**src/rtl/reg_select_pipe_decoder.sv**
```systemverilog
// reg_select_pipe_decoder: pipelined LEGv8 register-field decoder with writeback delay chain and load-use flag
module reg_select_pipe_decoder #(
  parameter int NREGS    = 32,
  parameter int ZERO_REG = 31,
  parameter int WB_DELAY = 3
) (
  input  logic             clk,
  input  logic             reset,
  input  logic [31:0]      ibus,
  input  logic             in_valid,
  input  logic             stall,
  input  logic             flush,
  output logic [NREGS-1:0] Aselect,
  output logic [NREGS-1:0] Bselect,
  output logic [NREGS-1:0] Dselect,
  output logic             imm_sel,
  output logic             out_valid,
  output logic [NREGS-1:0] wb_Dselect,
  output logic             wb_valid,
  output logic             load_use
);
  localparam int IW = 3 * NREGS + 3;
  localparam int CW = WB_DELAY * NREGS;
  logic             is_b, is_cb, is_ld, is_st, is_i, use_a, use_b, use_d, is_load;
  logic [4:0]       b_idx;
  logic [NREGS-1:0] dec_a, dec_b, dec_d;
  logic [IW-1:0]    dec_v, ix_d, ix_q;
  logic [WB_DELAY-1:0] wv_d, wv_q;
  logic [CW-1:0]    wd_d, wd_q;
  logic             unused_imm;
  assign unused_imm = ^ibus[15:10];
  assign is_b  = ibus[31:26] == 6'b000101;
  assign is_cb = !is_b && ibus[31:25] == 7'b1011010;
  assign is_ld = !is_b && !is_cb && ibus[31:21] == 11'b11111000010;
  assign is_st = !is_b && !is_cb && ibus[31:21] == 11'b11111000000;
  assign is_i  = !(is_b || is_cb || is_ld || is_st) && ibus[28:26] == 3'b100;
  assign use_a = !(is_b || is_cb);
  assign use_b = is_cb || is_st || !(is_b || is_ld || is_i);
  assign use_d = is_ld || is_i || !(is_b || is_cb || is_st);
  assign b_idx = (is_cb || is_st) ? ibus[4:0] : ibus[20:16];
  assign dec_a = use_a ? (NREGS'(1) << ibus[9:5]) : '0;
  assign dec_b = use_b ? (NREGS'(1) << b_idx) : '0;
  assign dec_d = (use_d && ibus[4:0] != 5'(ZERO_REG)) ? (NREGS'(1) << ibus[4:0]) : '0;
  assign dec_v = in_valid ? {dec_a, dec_b, dec_d, is_ld || is_st || is_i, 1'b1, is_ld} : '0;
  assign {Aselect, Bselect, Dselect, imm_sel, out_valid, is_load} = ix_q;
  assign wb_valid   = wv_q[WB_DELAY-1];
  assign wb_Dselect = wd_q[CW-1 -: NREGS];
  assign load_use   = out_valid && is_load && in_valid && |(Dselect & (dec_a | dec_b));
  // next state: flush bubbles ID/EX, stall holds it; the chain shifts every edge and takes a bubble on stall
  always_comb begin
    ix_d = flush ? '0 : stall ? ix_q : dec_v;
    wv_d = (wv_q << 1) | WB_DELAY'(out_valid && !stall);
    wd_d = (wd_q << NREGS) | CW'({NREGS{!stall}} & Dselect);
  end
  // ID/EX register and writeback chain with synchronous reset
  always_ff @(posedge clk) begin
    if (reset) begin
      ix_q <= '0;
      wv_q <= '0;
      wd_q <= '0;
    end else begin
      ix_q <= ix_d;
      wv_q <= wv_d;
      wd_q <= wd_d;
    end
  end
endmodule

```
**config.mk**
```make
export PLATFORM = sky130hd
export DESIGN_NAME = reg_select_pipe_decoder
export DESIGN_NICKNAME = d
export VERILOG_FILES = /design/src/rtl/reg_select_pipe_decoder.sv
export SDC_FILE = /design/constraint.sdc
export NUM_CORES = 1
export LEC_CHECK = 0
export BUFFER_PORTS_ARGS = -buffer_cell sky130_fd_sc_hd__buf_2
export CAP_MARGIN = 10
export CORE_ASPECT_RATIO = 2
export CORE_MARGIN = 4
export CORE_UTILIZATION = 58
export DETAILED_ROUTE_END_ITERATION = 8
export PLACE_DENSITY = 0.86
export SYNTH_ARGS = -nofsm -noshare
export SYNTH_HDL_FRONTEND = slang
export SYNTH_SLANG_ARGS = --single-unit
```
**constraint.sdc**
```tcl
create_clock -name clk -period 4.8 [get_ports clk]
set_input_delay 0.24 -clock clk [delete_from_list [all_inputs] [get_ports clk]]
set_output_delay 0.24 -clock clk [all_outputs]
set_load 0.02 [all_outputs]
```
==> impl_results.md, run 1 <==
* RSZ-0062 raised after global routing: false
* Post-route DRC at 0
* Internal at roughly 2.4 mW
* Clock Power Share at 45.5%
* Synth top area cells: dfxtp_1 (51%), buf_4 (9.4%), nor2b_1 (6.2%), a22o_1 (5.2%), and2_1 (3.1%)
* R2r endpoint: wd_q[19]$_SDFF_PP0_
* Top_reg_cell synth: dfxtp_1
* Crit path DAT at 3.14 ns
* Hold Path Sink: ix_q[0]$_SDFFE_PP0N_
* Cell taking the most area after synthesis: dfxtp_1
* Fmax at 296 MHz
* TritonCTS buffer count at 17
* Clock Skews at between 0.006 and 0.007 ns
* Asr flop ratio synth at 0%
* Crit-path max FO at 12
* Crit. End Element: output port
* Post-CTS Hold Fix Bufs at 0
* Reg2reg path depth at 1
* Worst Tran Pin Value at roughly 1.1 ns
* CP required at between 4 and 5 ns
* First-pass GRT wire length at ~30000 um
* Antenna Cells at 0
* Starting Density at 59.4%
* Grt total ovfl at 0
* Met3 global-route usage at under 10%
* Worst flop-to-flop path startpoint: ix_q[22]$_SDFFE_PP0N_
* Status: finished, final reports clean
* PwrDens at 386 nW/um^2
* Port buffer count at around 160
* Period utilization at a little over two thirds
* Most numerous cell in the Yosys netlist: dfxtp_1
* Vias in the first global route at 5587
* Final setup fails at 0
* Latest clock arrival within the worst-skew pair at approximately 0.43 ns
* R2R setup slack at around 4.0 ns
* Logic pwr share at under 10%
* Worst-case clock buffer depth at 2
* Cells after Synth at roughly 770
* Leakage at roughly 3.7 nW
* Post-synth cell types at 53
* Core Rows at around 60
* Synth Cell Area at 7760 sq um
* Postcts setup bufs at 0
* Final Hold Fails at 0
* Register area share after synthesis at between 50 and 60%
* Routed WL at 19300 um
* Layout cells sized above 1 at 27.2%
* Core Box Area at approximately 13000 sq um
* Via count at roughly 5700
* Top Usage Layer GRT: met2
* Hpwl dp at ~14000 um
* GR Util met1 at between 20% and 30%
* CTS tree: yes
* Die Height at 172 um
* Average wire per standard cell at 19.8 um
* Setup tns final at 0 ns
* Switching power total at ~0.9 mW
* Total Die Area at approximately 15000 sq um
* Final core occ at between 60% and 70%
* TritonCTS Sinks at between 150 and 200
* Syn Area/Cell at 10.1 sq um
* DRT antenna net count at 0
* Synth Register Bits at approximately 200
* Grt met2 use at roughly 45%
* DR vias/cell at slightly below 6
* VDD IR max at around 0.26 mV
* Hold path start: ibus[22]
* Clock transition at path regs at ~0.08 ns
* CP Class: in2out
* Max_cap viols at 0
* Yosys top cell area share at about half
* CTS H-Tree Depth at 4
* Synth warn at 0
* Switching Share at 26.6%
* First drt pass iteration count at 5
* Antenna violations before repair at 0
* Area Overhead vs Synth at 10.1%
* Largest net degree at the start of global routing at ~70
* Clock root buffer: clkbuf_16
* Post-CTS sizing at 0
* GPL Wtd Cong at 1.00
* Seq pwr share at between 40 and 50%
* GRT Resource Usage Total at about 25%
* Relative slew margins at 23.4%
* Minimum clock period at approximately 3.4 ns
* Max-slew violations at 0
* Die X at ~90 um
* Hold Crit Class: in2reg
* Min-Delay Path Depth at 3
* Crit path launch type: input pin
* Number of DRC markers in iteration 0 at 385
* Syn nets at approximately 800
* Synth top cells by count: dfxtp_1 (198), buf_4 (97), nor2b_1 (77)
* Number of synthesized flops with an enable pin at 0
* Layout Nets at approximately 850
* Ports at between 150 and 200
-- cell families (layout without fill, tap and decap cells) --
family | after synthesis | count (layout) | share of synthesized area, %
AO/OA/AOI/OAI | 157 | 157 | 16.7
buffers and inverters | 142 | 202 | 12.0
flip-flops | 198 | 198 | 51.1
multiplexers | 11 | 11 | 1.87
AND/OR/NAND/NOR | 257 | 257 | 18.3
-- sequential cells by signal, indices dropped and copies added (netlist names) --
| signal | flops |
|---|---|
| wv_q | 3 |
| ix_q | 99 |
| wd_q | 96 |
-- layout by cell type, fill, tap and decap left out, drive strengths merged, types with 2 or more instances in the layout --
master    n
nor2b    77
and4bb    2
a21o      2
a32oi     4
a22oi    23
o41ai     2
nor2     48
nand2b   10
mux2      5
a222oi    2
o31ai     7
and3      6
nor3b     2
o211ai    2
o32ai    18
clkinv    7
nor4      5
clkbuf   17
o21ai    15
a32o     16
mux2i     6
a31o      2
a22o     46
or2       3
and2     38
a21oi     7
nor3     13
inv      11
nand3    10
a31oi     5
or3       2
nand2    38
dfxtp   198
buf     167
o21a      2
-- worst max-delay path, cell delays in order --
cell	delay (ns)
buf_2	0.10
and3b_1	0.46
nand4_4	0.21
o21ai_4	0.44
mux2_2	0.39
o32ai_1	0.12
a22oi_1	0.21
o211ai_1	0.12
nor4_1	0.54
a21oi_1	0.12
buf_2	0.19
-- final cells by class --
class | count | area (sq um)
clock buffer | 17 | 425
fill | 1049 | 4520
sequential | 198 | 3960
tap | 152 | 190
timing repair buffer | 167 | 848
multi-input combinational | 425 | 2880
inverter | 3 | 11.3
clock inverter | 15 | 228
-- worst max path at each step --
stage          startpoint       end  slack (ns)  depth (start not counted)
2_1_floorplan    ibus[25]  load_use        2.28                         11
3_3_place_gp     ibus[25]  load_use        1.51                         11
3_5_place_dp     ibus[25]  load_use        1.48                         11
4_1_cts          ibus[25]  load_use        1.49                         11
5_1_grt          ibus[25]  load_use        1.20                         11
6_report         ibus[25]  load_use        1.42                         11
-- power groups by stage --
stage	sequential, mW	clock (mW)	combinational (mW)
after global routing	1.65	1.58	0.163
after detailed placement	1.68	0	0.149
after global placement	1.68	0	0.147
after CTS	1.65	1.52	0.149
after floorplan	1.68	0	0.102
final	1.65	1.50	0.152
-- metrics by stage --
stage | hold slack (ns) | std cells | power [mW] | instance area, sq um | worst slack [ns]
after detailed placement | 0.420 | 945 | 1.83 | 7890 | 1.48
after CTS | 0.115 | 977 | 3.31 | 8550 | 1.49
after global placement | 0.415 | 945 | 1.83 | 7890 | 1.51
final | 0.122 | 977 | 3.30 | 8550 | 1.42
after floorplan | 0.405 | 765 | 1.79 | 7760 | 2.28
after global routing | 0.139 | 977 | 3.39 | 8550 | 1.20
-- metal layers --
| metal | up-vias | share of wire (%) |
|---|---|---|
| li1 | 2686 | - |
| met1 | 2659 | 36 |
| met2 | 252 | 52 |
| met3 | 74 | 5.7 |
| met4 | 0 | 6.1 |
| met5 | - | 0 |
No activity file was read; power rests on OpenSTA's default activity.
==> run 2, diff against run 1 <==
Settings changed: CORE_UTILIZATION 58 to 54, PLACE_DENSITY 0.86 to 0.81.
Clock period 4.8 ns to 3.3 ns, I/O delays scaled along.
==> run 2 against run 1 <==
- critical path depth is 1 higher
- power rose by 44%
- cell area rose by 1.2%
- worst hold slack got worse by 0.077 ns
- wire length up 1.4%
- critical endpoint unchanged
==> impl_results.md, run 2 (synthesis results as in run 1) <==
* Fmax at approximately 320 MHz
* Postcts setup bufs at 0 (unchanged)
* Worst Tran Pin Value at 0.990 ns (-0.154 ns)
* Final Hold Fails at 0 (unchanged)
* Via count at 5740 (+1.2%)
* Post-placement cell count at 992 (+5.0%)
* Core Rows at 61 (+3.4%)
* GRT Resource Usage Total at 23.6% (-1.2 points)
* CP Class: in2out
* Period utilization at between 90% and 100%
* Relative slew margins at 33.5% (+10 points)
* Die X at 92.8 um (+3.3%)
* Largest regs: ix_q x99, wd_q x96, wv_q x3
* Crit path largest cell delay at 0.47 ns (-0.07 ns)
* Crit path DAT at 2.93 ns (-0.21 ns)
* TritonCTS Sinks at 198 (unchanged)
* Antenna Cells at 0 (unchanged)
* Minimum clock period at 3.10 ns
* Status: finished, final reports clean
* Worst path slowest cell: and3b_1
* Reg2reg path depth at 1 (unchanged)
* R2r endpoint: ix_q[7]$_SDFFE_PP0N_
* CP required at 3.13 ns (-1.43 ns)
* Largest Register: ix_q
* Hpwl dp at 14400 um (+1.5%)
* Max-slew violations at 0 (unchanged)
* DR vias/cell at 5.61 (-3.4%)
* Commonest non-fill, non-tap cell in the layout: dfxtp_1
* Starting Density at 55.5% (-3.8 points)
* Clock Skews at 0.00858 ns (+0.00161 ns)
* Crit path launch type: input pin
* Crit-path max FO at 12 (unchanged)
* Final setup fails at 0 (unchanged)
* Latest clock arrival within the worst-skew pair at 0.43 ns (about the same)
* TritonCTS buffer count at 17 (unchanged)
* Worst-case clock buffer depth at 2 (unchanged)
* Total Die Area at 16500 sq um (+6.9%)
* Post-CTS Hold Fix Bufs at 0 (unchanged)
* GPL Wtd Cong at 1.01 (+1.2%)
* R2R setup slack at 2.49 ns (-1.49 ns)
* RSZ-0062 raised after global routing: false
* Worst flop-to-flop path startpoint: ix_q[7]$_SDFFE_PP0N_
* Hold Crit Class: in2reg
* Crit. path cell count at 12 (+1)
* Commonest non-fill, non-tap cells in the layout: dfxtp_1 (198), buf_2 (162), nor2b_1 (77)
* DRT antenna net count at 0 (unchanged)
* Port buffer count at 162 (unchanged)
* Vias in the first global route at 5554 (-0.59%)
* PwrDens at 550 nW/um^2 (+42%)
* Setup slack at placement at 0.317 ns (-1.17 ns)
* Leakage at 3.73 nW (+0.97%)
* Ports at 169 (unchanged)
* Power Total at 4.75 mW (+44%)
* Setup tns final at 0 ns (unchanged)
* Post-CTS sizing at 0 (unchanged)
* Final std cells w/o fill at 1024 (+4.8%)
* Largest net degree at the start of global routing at 69 (-2.8%)
* Average wire per standard cell at 19.1 um (-3.2%)
* Crit. End Element: output port
* Clock root buffer: clkbuf_16
* Clock transition at path regs at 0.07 ns (about the same)
* Max_cap viols at 0 (unchanged)
* Crit path max-delay family: simple AND/OR/NAND/NOR gates
* Core Box Area at 14000 sq um (+6.9%)
* Min-Delay Path Depth at 3 (unchanged)
* Number of DRC markers in iteration 0 at 411 (+6.8%)
* Hold Path Sink: ix_q[0]$_SDFFE_PP0N_
* Hold path start: ibus[22]
* First-pass GRT wire length at 29700 um (-0.37%)
* CTS H-Tree Depth at 4 (unchanged)
* Layout cells sized above 1 at 27.8% (+0.63 points)
* Crit-path cells: buf_2 > and3b_1 > nand4_4 > o21ai_4 > mux2i_1 > buf_4 > nor4_1 > a31oi_1 > o31ai_1 > nor4_1 > a21oi_1 > buf_2
* VDD IR max at 0.344 mV (+33%)
* Worst Hold Slack at 0.0451 ns (-0.0772 ns)
* Max reg flops at 99 (unchanged)
* Area Overhead vs Synth at 11.4%
* Grt total ovfl at 0 (unchanged)
* Crit path buf inv count at 3 (+1)
* Antenna violations before repair at 0 (unchanged)
* First drt pass iteration count at 5 (unchanged)
* Worst setup margin at 0.201 ns (-1.22 ns)
* Post-route DRC at 0 (unchanged)
* CTS tree: yes
* Die Height at 178 um (+3.5%)
* Routed WL at 19600 um (+1.4%)
* Layout Nets at 859 (+1.2%)
==> run 2: changes by cell type in the layout (fill, tap and decap cells not counted), sizes merged <==
| cell | previous run | this run |
|---|---|---|
| buf | 167 | 177 |
| clkinv | 7 | 6 |
| clkinvlp | 0 | 1 |
==> run 2: area by class of cell <==
type / count / area [sq um]
fill: 1138 / 5320
sequential: 198 / 3960
multi-input combinational: 425 / 2870
timing repair buffer: 177 / 936
clock buffer: 17 / 425
tap: 189 / 236
clock inverter: 15 / 208
inverter: 3 / 11.3
==> run 2: layer usage <==
metal / vias up / global-route usage (%) / share of wire (%)
li1: 2707 / - / -
met3: 68 / 4.92 / 6.3
met4: 0 / 15.0 / 5.7
met1: 2683 / 24.8 / 36
met2: 282 / 41.9 / 52
met5: - / 0 / 0
==> run 2: worst max path at each step <==
| stage | from | endpoint | slack [ns] |
|---|---|---|---|
| after floorplan | ibus[25] | load_use | 0.93 |
| after global placement | ibus[25] | load_use | 0.34 |
| after detailed placement | ibus[25] | load_use | 0.32 |
| after CTS | ibus[25] | load_use | 0.31 |
| after global routing | ibus[25] | load_use | 0.09 |
| final | ibus[25] | load_use | 0.20 |
==> run 2: through the flow <==
step | util [%] | cell area [sq um]
floorplan | - | 7760
global placement | 57.4 | 8010
detailed placement | 57.4 | 8010
CTS | 61.9 | 8650
global route | 61.9 | 8650
finish | 61.9 | 8650
==> run 2: power breakdown <==
part / total (mW) / switching [mW] / internal [mW] / leakage, nW
clock network: 2.13 / 1.08 / 1.06 / 0.300
logic: 0.229 / 0.164 / 0.0644 / 1.83
registers: 2.39 / 0.00318 / 2.39 / 1.59
==> run 2: tightest hold or removal path, delay by kind of cell <==
kind / cells / cell delay [ns]
compound gates: 1 / 0.07
buf+inv: 2 / 0.20
==> run 3, diff against run 2 <==
Settings changed: CORE_UTILIZATION 54 to 50, PLACE_DENSITY 0.81 to 0.76.
==> run 3 against run 2 <==
- final cell count is 0.88% higher
- flip-flop and latch count did not move
- clock skew decreased by 0.0029 ns
- sequential power hardly changed
==> impl_results.md, run 3 (synthesis results as in run 1) <==
* Status: finished, final reports clean
* Final core occ at 56.5% (-5.4 points)
* Antenna violations before repair at 0 (unchanged)
* First-pass GRT wire length at 29700 um (-0.14%)
* Largest Register: ix_q
* Crit path DAT at 2.75 ns (-0.18 ns)
* CP Class: in2out
* Worst-case clock buffer depth at 2 (unchanged)
* Hpwl dp at 14800 um (+2.7%)
* GRT Resource Usage Total at 22.6% (-1.0 points)
* Core Box Area at 15300 sq um (+9.5%)
* First drt pass iteration count at 5 (unchanged)
* Ports at 169 (unchanged)
* Die Height at 184 um (+3.7%)
* FF/Latch Area at 3960 sq um (unchanged)
* DR WL met2 at 10600 um (+4.1%)
* Wl on met1 at 6770 um (-4.3%)
* Crit-path cells: buf_2 > and4bb_4 > nand4_4 > o21ai_4 > buf_4 > mux2i_1 > buf_4 > o32ai_1 > a22oi_1 > nand2_1 > nor3_1 > a21oi_1 > buf_2
* VDD IR max at 0.351 mV (+2.2%)
* Via count at 5616 (-2.2%)
* Post-CTS sizing at 0 (unchanged)
* Average wire per standard cell at 19.0 um (-0.38%)
* Post-route DRC at 0 (unchanged)
* Core Rows at 64 (+4.9%)
* Vias in the first global route at 5359 (-3.5%)
* R2R setup slack at 2.51 ns (+0.02 ns)
* Relative slew margins at 30.1% (-3.4 points)
* Commonest non-fill, non-tap cell in the layout: dfxtp_1
* DR vias/cell at 5.44 (-3.0%)
* Layout Nets at 859 (unchanged)
* Area Overhead vs Synth at 11.4% (about the same)
* Hold Crit Class: in2reg
* DRT antenna net count at 0 (unchanged)
* Number of DRC markers in iteration 0 at 386 (-6.1%)
* Power Total at 4.73 mW (-0.44%)
* CTS tree: yes
* Crit-path max FO at 12 (unchanged)
* Crit path buf inv count at 4 (+1)
* Die X at 96.1 um (+3.6%)
* Postcts setup bufs at 0 (unchanged)
* Crit path launch type: input pin
* Final Hold Fails at 0 (unchanged)
* Max_cap viols at 0 (unchanged)
* Grt total ovfl at 0 (unchanged)
* Port buffer count at 162 (unchanged)
* Clock transition at path regs at 0.07 ns (about the same)
* Fmax at 343 MHz (+6.2%)
* Filler instances at 1381 (+21%)
* Max reg flops at 99 (unchanged)
* Leakage at 3.73 nW (+0.11%)
* Crit path largest cell delay at 0.34 ns (-0.13 ns)
* Routed WL at 19700 um (+0.50%)
* Worst Tran Pin Value at 1.04 ns (+0.0504 ns)
* CP required at 3.13 ns (about the same)
* Crit path max-delay family: simple AND/OR/NAND/NOR gates
* Latest clock arrival within the worst-skew pair at 0.43 ns (about the same)
* Total Die Area at 17700 sq um (+7.5%)
* TritonCTS buffer count at 17 (unchanged)
* Final setup fails at 0 (unchanged)
* Setup tns final at 0 ns (unchanged)
* TritonCTS Sinks at 198 (unchanged)
* Top sig layer: met4
* Post-CTS Hold Fix Bufs at 0 (unchanged)
* Layout cells sized above 1 at 27.8% (unchanged)
* RSZ-0062 raised after global routing: false
* CTS H-Tree Depth at 4 (unchanged)
* Max-slew violations at 0 (unchanged)
* Clock root buffer: clkbuf_16
* Antenna Cells at 0 (unchanged)
* Largest net degree at the start of global routing at 80 (+16%)
* Commonest non-fill, non-tap cells in the layout: dfxtp_1 (198), buf_2 (162), nor2b_1 (77)
* Worst path slowest cell: and4bb_4
* WL met3 at 1170 um (-6.3%)
* Largest regs: ix_q x99, wd_q x96, wv_q x3
* Minimum clock period at 2.92 ns (-0.180 ns)
* Crit. End Element: output port
* PwrDens at 548 nW/um^2 (-0.36%)
* Clock Skews at 0.00573 ns (-0.00285 ns)
* Starting Density at 50.7% (-4.8 points)
* Period utilization at 88.5% (-5.5 points)
* Area occupied by multi-input gates at 2870 sq um (unchanged)
* GPL Wtd Cong at 0.973 (-4.0%)
run 3: changes by cell type in the layout (fill, tap and decap cells not counted), sizes merged:
cell / before / now
bufinv: 0 / 1
clkinv: 6 / 4
inv: 11 / 12
run 3: final cells by class:
cell class,count,area share (%)
Clock inverter,15,2.20
Sequential cell,198,45.9
Clock buffer,17,4.92
Inverter,3,0.130
Multi-Input combinational cell,425,33.2
Tap cell,198,2.87
Timing Repair Buffer,177,10.8
run 3: per-layer routing:
layer  global-route usage, %  up-vias
li1                        -     2705
met1                    23.0     2601
met2                    39.8      234
met3                    4.66       76
met4                    15.4        0
met5                       0        -
run 3: path summary, 6_finish.rpt:
kind,startpoint,cells after the start,to
worst min-delay path,ibus[22],3,ix_q[0]$_SDFFE_PP0N_
worst max register to register,ix_q[22]$_SDFFE_PP0N_,1,ix_q[22]$_SDFFE_PP0N_
worst min register to register,wd_q[28]$_SDFF_PP0_,1,wd_q[60]$_SDFF_PP0_
worst max-delay path,ibus[21],13,load_use
run 3: power breakdown:
part	switching [mW]	total (mW)	internal, mW	leakage [nW]
combinational	0.168	0.232	0.0645	1.84
sequential	0.00311	2.39	2.39	1.59
clock	1.00	2.11	1.10	0.299
run 3: worst min-delay path, delay by kind of cell:
family,cells,cell delay (ns)
compound gates,1,0.07
buf+inv,2,0.20
run 3: per-stage QoR:
step	cell area, sq um	worst slack, ns	hold slack, ns	std cells
2_1_floorplan	7760	0.933	0.330	765
3_3_place_gp	8030	0.447	0.417	1001
3_5_place_dp	8030	0.418	0.420	1001
4_1_cts	8640	0.424	0.0373	1033
5_1_grt	8640	0.211	0.0511	1033
6_report	8640	0.381	0.0514	1033
